$ cat src/rtl/bcd_para_binario_seq_pkg.sv
// Shared definitions for the sequential BCD-to-binary converter.
package bcd_para_binario_seq_pkg;

  typedef enum logic {
    OCIOSO   = 1'b0,
    CONVERTE = 1'b1
  } estado_t;

  // One reverse-double-dabble iteration per result bit.
  localparam int ITERACOES  = 8;
  localparam int DIGITO_MAX = 9;

endpackage

$ cat src/rtl/bcd_para_binario_seq_corretor_bcd_menos3.sv
// Per-digit correction of reverse double dabble: after the right shift a
// digit >= 8 carried a borrowed 10 (seen as 8), so 3 brings it back to BCD.
module corretor_bcd_menos3 (
  input  logic [3:0] digito,
  output logic [3:0] corrigido
);

  assign corrigido = (digito >= 4'd8) ? (digito - 4'd3) : digito;

endmodule

$ cat src/rtl/bcd_para_binario_seq.sv
// Sequential three-digit BCD to 8-bit binary converter (reverse double
// dabble, one iteration per clock). Values above 255 flag Erro and return
// the value mod 256; invalid digits short-circuit to an error result.
module bcd_para_binario_seq
  import bcd_para_binario_seq_pkg::*;
#(
  parameter int VALIDA_DIGITO = 1
) (
  input  logic       Clock,
  input  logic       Reset_n,
  input  logic       Iniciar,
  input  logic [3:0] Centenas,
  input  logic [3:0] Dezenas,
  input  logic [3:0] Unidades,
  output logic [7:0] Binario,
  output logic       Ocupado,
  output logic       Pronto,
  output logic       Erro
);

  estado_t     estado, estado_prox;
  logic [11:0] bcd_q;
  logic [7:0]  bin_q;
  logic [2:0]  cont_q;
  logic        erro_pend_q;

  logic [19:0] desloc;
  logic [11:0] bcd_corr;
  logic [7:0]  bin_prox;
  logic        invalido;
  logic        ultimo;

  // Step 1 of an iteration: shift the combined {BCD,binary} register right.
  assign desloc   = {bcd_q, bin_q} >> 1;
  assign bin_prox = desloc[7:0];

  // Step 2: fix each shifted BCD digit independently.
  for (genvar i = 0; i < 3; i++) begin : g_corr
    corretor_bcd_menos3 u_corr (
      .digito   (desloc[8 + 4*i +: 4]),
      .corrigido(bcd_corr[4*i +: 4])
    );
  end

  assign invalido = (VALIDA_DIGITO != 0) &&
                    ((Centenas > 4'(DIGITO_MAX)) ||
                     (Dezenas  > 4'(DIGITO_MAX)) ||
                     (Unidades > 4'(DIGITO_MAX)));
  assign ultimo   = (estado == CONVERTE) && (cont_q == 3'(ITERACOES - 1));
  assign Ocupado  = (estado == CONVERTE);

  // State register.
  always_ff @(posedge Clock or negedge Reset_n) begin
    if (!Reset_n) estado <= OCIOSO;
    else          estado <= estado_prox;
  end

  // Next state: invalid requests never leave OCIOSO; Iniciar is ignored
  // while converting.
  always_comb begin
    estado_prox = estado;
    case (estado)
      OCIOSO:   if (Iniciar && !invalido) estado_prox = CONVERTE;
      CONVERTE: if (ultimo)               estado_prox = OCIOSO;
      default:  estado_prox = OCIOSO;
    endcase
  end

  // Datapath and result registers; Binario/Erro only change with Pronto.
  always_ff @(posedge Clock or negedge Reset_n) begin
    if (!Reset_n) begin
      bcd_q       <= '0;
      bin_q       <= '0;
      cont_q      <= '0;
      erro_pend_q <= 1'b0;
      Binario     <= '0;
      Erro        <= 1'b0;
      Pronto      <= 1'b0;
    end else begin
      Pronto      <= 1'b0;
      erro_pend_q <= 1'b0;
      // Invalid digit seen last edge: publish the error result now.
      if (erro_pend_q) begin
        Binario <= '0;
        Erro    <= 1'b1;
        Pronto  <= 1'b1;
      end
      case (estado)
        OCIOSO: begin
          if (Iniciar) begin
            if (invalido) begin
              erro_pend_q <= 1'b1;
            end else begin
              bcd_q  <= {Centenas, Dezenas, Unidades};
              bin_q  <= '0;
              cont_q <= '0;
            end
          end
        end
        CONVERTE: begin
          bcd_q  <= bcd_corr;
          bin_q  <= bin_prox;
          cont_q <= cont_q + 3'd1;
          // Anything left in BCD after 8 shifts means the value exceeded 255.
          if (ultimo) begin
            Binario <= bin_prox;
            Erro    <= (bcd_corr != '0);
            Pronto  <= 1'b1;
          end
        end
        default: ;
      endcase
    end
  end

endmodule

$ cat config.mk
export PLATFORM = sky130hd
export DESIGN_NAME = bcd_para_binario_seq
export DESIGN_NICKNAME = d
export VERILOG_FILES = /design/src/rtl/bcd_para_binario_seq_pkg.sv /design/src/rtl/bcd_para_binario_seq_corretor_bcd_menos3.sv /design/src/rtl/bcd_para_binario_seq.sv
export SDC_FILE = /design/constraint.sdc
export NUM_CORES = 1
export LEC_CHECK = 0
export ABC_AREA = 0
export BUFFER_PORTS_ARGS = -buffer_cell sky130_fd_sc_hd__buf_2
export CAP_MARGIN = 20
export CORE_ASPECT_RATIO = 2
export CORE_MARGIN = 3
export CORE_UTILIZATION = 33
export DETAILED_ROUTE_END_ITERATION = 10
export REMOVE_ABC_BUFFERS = 1
export SYNTH_ARGS = -nofsm -noshare
export SYNTH_HDL_FRONTEND = slang
export SYNTH_SLANG_ARGS = --single-unit
export TNS_END_PERCENT = 30
$ cat constraint.sdc
create_clock -name Clock -period 1.8 [get_ports Clock]
set_clock_uncertainty 0.1 [all_clocks]
set_input_delay 0.09 -clock Clock [delete_from_list [all_inputs] [get_ports Clock]]
set_output_delay 0.09 -clock Clock [all_outputs]
set_load 0.05 [all_outputs]
==> results.cfg <==
[status]
status = finished with violations
violations = hold timing

[setup_path]
critPathRequiredTime_ns = 1.61
cp-startpoint = Ocupado
endpoint_kind = output pin
r2r_cells = 6
reg2reg_to = Erro
r2r-start = cont_q[0]
cp_max_fo = 25
cp-start-kind = flop
arrival_ns = 1.36
rrSetupSlack_ns = 0.26
crit_type = flop to output pin

[floorplan]
core.rowCount = 37
die_x_um = 58.2
io_pins = 26
start_util_pct = 34.4
die_h_um = 110
design.die.area_um2 = 6430
core_region_area_um2 = 5230

[placed_design]
port_buffers = 25
gp_congestion = 0.694
dp.cells = 255
placed_area_um2 = 1970
place_hpwl_mm = 2.63

[global_route]
grt_pass1_wl_mm = 6.33
grt.total_usage_pct = 12.7
grt_max_degree = 35
gr-total-overflow = 0
grt_pass1_vias = 1387
antenna_found_initial = 0

[synthesis]
yosys_warnings = 0
syn_area_um2 = 1800
yosysUniqueCellTypes = 29
synth_area_per_cell_um2 = 10.1
synth-seq-cells = 34
yosysSeqAreaShare_pct = 47.3
synth_cells = 179

[timing]
tightest_slew_ns = 0.764
finalCritPeriodShare_pct = 86.2
drv_slew = 0
hold_viol_final = 1
hold_slack_ns = -0.000619
fmax_mhz = 645
rsz0062_at_grt = no
slew_headroom_pct = 49.1
period_needed_ns = 1.55
setup_viol_count_final = 0

[route]
drt_wl_total_mm = 3.71
wl_met1_mm = 1.46
ant_nets = 0
wl_met3_um = 94
via_per_inst = 5.01
drcViolationCount = 0
top_layer = met4
vias = 1342
first_pass_iters = 4
wl_per_cell_um = 13.8
wl_met2_mm = 2.05
drt_iter0_markers = 15

[finish]
final_area_um2 = 2110
final_layout_size_suffix_gt1_share_pct = 28.1
antenna_cells = 0
finalNetCount = 230
syn_to_final_growth_pct = 17.4
instances_no_fill = 268

[clock_network]
numCtsBuffers = 5
clk_path_buf_depth = 2
root_buffer = clkbuf_8
cts_num_sinks = 34
cts_tree = yes
clk_pin_slew_worst_paths_ns = 0.07
h-tree-depth = 2
insertion_delay_ns = 0.29

[pwr]
pwr-share-comb_pct = 43.7
powerDensity_nw_per_um2 = 1620
seqPwrFrac_pct = 38.9
swShare_pct = 45.1
leakagePower_nw = 0.928
power_switching_mw = 1.55
ir_drop_mv = 0.849
finalPower_mw = 3.43
power_frac_clock_pct = 17.3
p_int_mw = 1.88

[hold_path]
min_from = Dezenas[0]
hold_path_depth = 3
hold_path_class = input pin to flop
hold_end = bcd_q[4]

[job]
max-cap-violations = 0
[metal layers]
layer	vias up	global-route usage, %
li1	669	-
met1	649	13.5
met2	18	22.5
met3	6	2.22
met4	0	7.12
met5	-	0
[final cells by class]
cell class	instances	area (um^2)
Tap cell	58	72.6
Inverter	8	30.0
Clock buffer	7	86.3
Clock inverter	1	5.00
Sequential cell	34	851
Timing Repair Buffer	35	225
Multi-Input combinational cell	125	842
Fill cell	533	3120
[flip-flops by register name (all words and copies together), names as in the netlist]
signal and cells:
bcd_q 12, Binario 8, bin_q 7, cont_q 3, Erro 1, Ocupado 1, Pronto 1, erro_pend_q 1
[Yosys cell counts]
| cell type | count | share of area [%] |
|---|---|---|
| nand2_1 | 40 | 8.3 |
| dfrtp_1 | 34 | 47 |
| o21ai_0 | 19 | 5.3 |
| nand3_2 | 9 | 5.0 |
| nand2b_1 | 8 | 2.8 |
| o221ai_2 | 8 | 6.7 |
| buf_2 | 7 | 1.9 |
| inv_1 | 7 | 1.5 |
| ha_1 | 6 | 4.2 |
| nand3_1 | 4 | 1.1 |
| xnor2_1 | 4 | 1.9 |
| buf_6 | 3 | 1.9 |
| mux2i_1 | 3 | 1.7 |
| nor2_1 | 3 | 0.63 |
| o21ai_2 | 3 | 1.5 |
| o311ai_1 | 3 | 1.5 |
| a21oi_1 | 2 | 0.56 |
| clkbuf_1 | 2 | 0.42 |
| nand4b_1 | 2 | 0.97 |
| nor2b_1 | 2 | 0.70 |
| nor4_1 | 2 | 0.70 |
| a21oi_2 | 1 | 0.49 |
| a31oi_1 | 1 | 0.35 |
| and2_1 | 1 | 0.35 |
| and3_1 | 1 | 0.35 |
| clkinv_1 | 1 | 0.21 |
| nand4_4 | 1 | 1.2 |
| o21ai_1 | 1 | 0.28 |
| or2_1 | 1 | 0.35 |
[per-stage QoR]
step	setup slack [ns]	util, %	setup TNS, ns
floorplan	-0.747	-	-11.04
global placement	0.296	37.7	0
detailed placement	0.253	37.7	0
CTS	0.237	40.4	0
global route	0.107	40.4	0
finish	0.249	40.4	0
[cell usage in the layout, fill, tap and decap left out, drive strengths merged, types with 2 or more instances in the layout]
cell | Yosys | layout
nand2 | 40 | 40
dfrtp | 34 | 34
buf | 10 | 30
o21ai | 23 | 23
nand3 | 13 | 13
nand2b | 8 | 8
o221ai | 8 | 8
inv | 7 | 7
clkbuf | 2 | 7
ha | 6 | 6
dlygate4sd3 | 0 | 5
xnor2 | 4 | 4
nor2 | 3 | 3
o311ai | 3 | 3
mux2i | 3 | 3
a21oi | 3 | 3
nand4b | 2 | 2
nor4 | 2 | 2
nor2b | 2 | 2
clkinv | 1 | 2
[power by group through the flow]
stage | Combinational, mW | Sequential, mW | Clock (mW)
final | 1.50 | 1.33 | 0.594
after global routing | 1.65 | 1.39 | 0.631
after CTS | 1.52 | 1.34 | 0.605
after detailed placement | 1.51 | 1.35 | 0
after global placement | 1.49 | 1.34 | 0
after floorplan | 0.720 | 1.70 | 0
[logic make-up (layout without fill, tap and decap cells)]
family	after synthesis	after routing	synth area share (%)
muxes	3	3	1.67
DFF	34	34	47.3
AOI/OAI and AO/OA	38	38	16.6
xor gates and xnor gates	4	4	1.95
and+or+nand+nor	74	74	22.5
buffers and inverters	20	51	5.91
adders and majority gates	6	6	4.17
[critical path, cell delays in order, from the launching register on]
cell     delay, ns
dfrtp_1       0.45
buf_4         0.31
buf_2         0.31
[worst max-delay path by stage]
stage               end  slack [ns]  cells after the start
6_report        Ocupado        0.25                      2
5_1_grt            Erro        0.11                      6
4_1_cts         Ocupado        0.24                      2
3_5_place_dp       Erro        0.25                      6
3_3_place_gp       Erro        0.30                      6
2_1_floorplan  bcd_q[0]       -0.75                      3
[timing repair]
action,CTS,global route
hold buffers,5,0
buffers inserted,0,0
resized for setup,0,0
endpoints found under the hold margin,38,0
No activity file was read; power rests on OpenSTA's default activity.
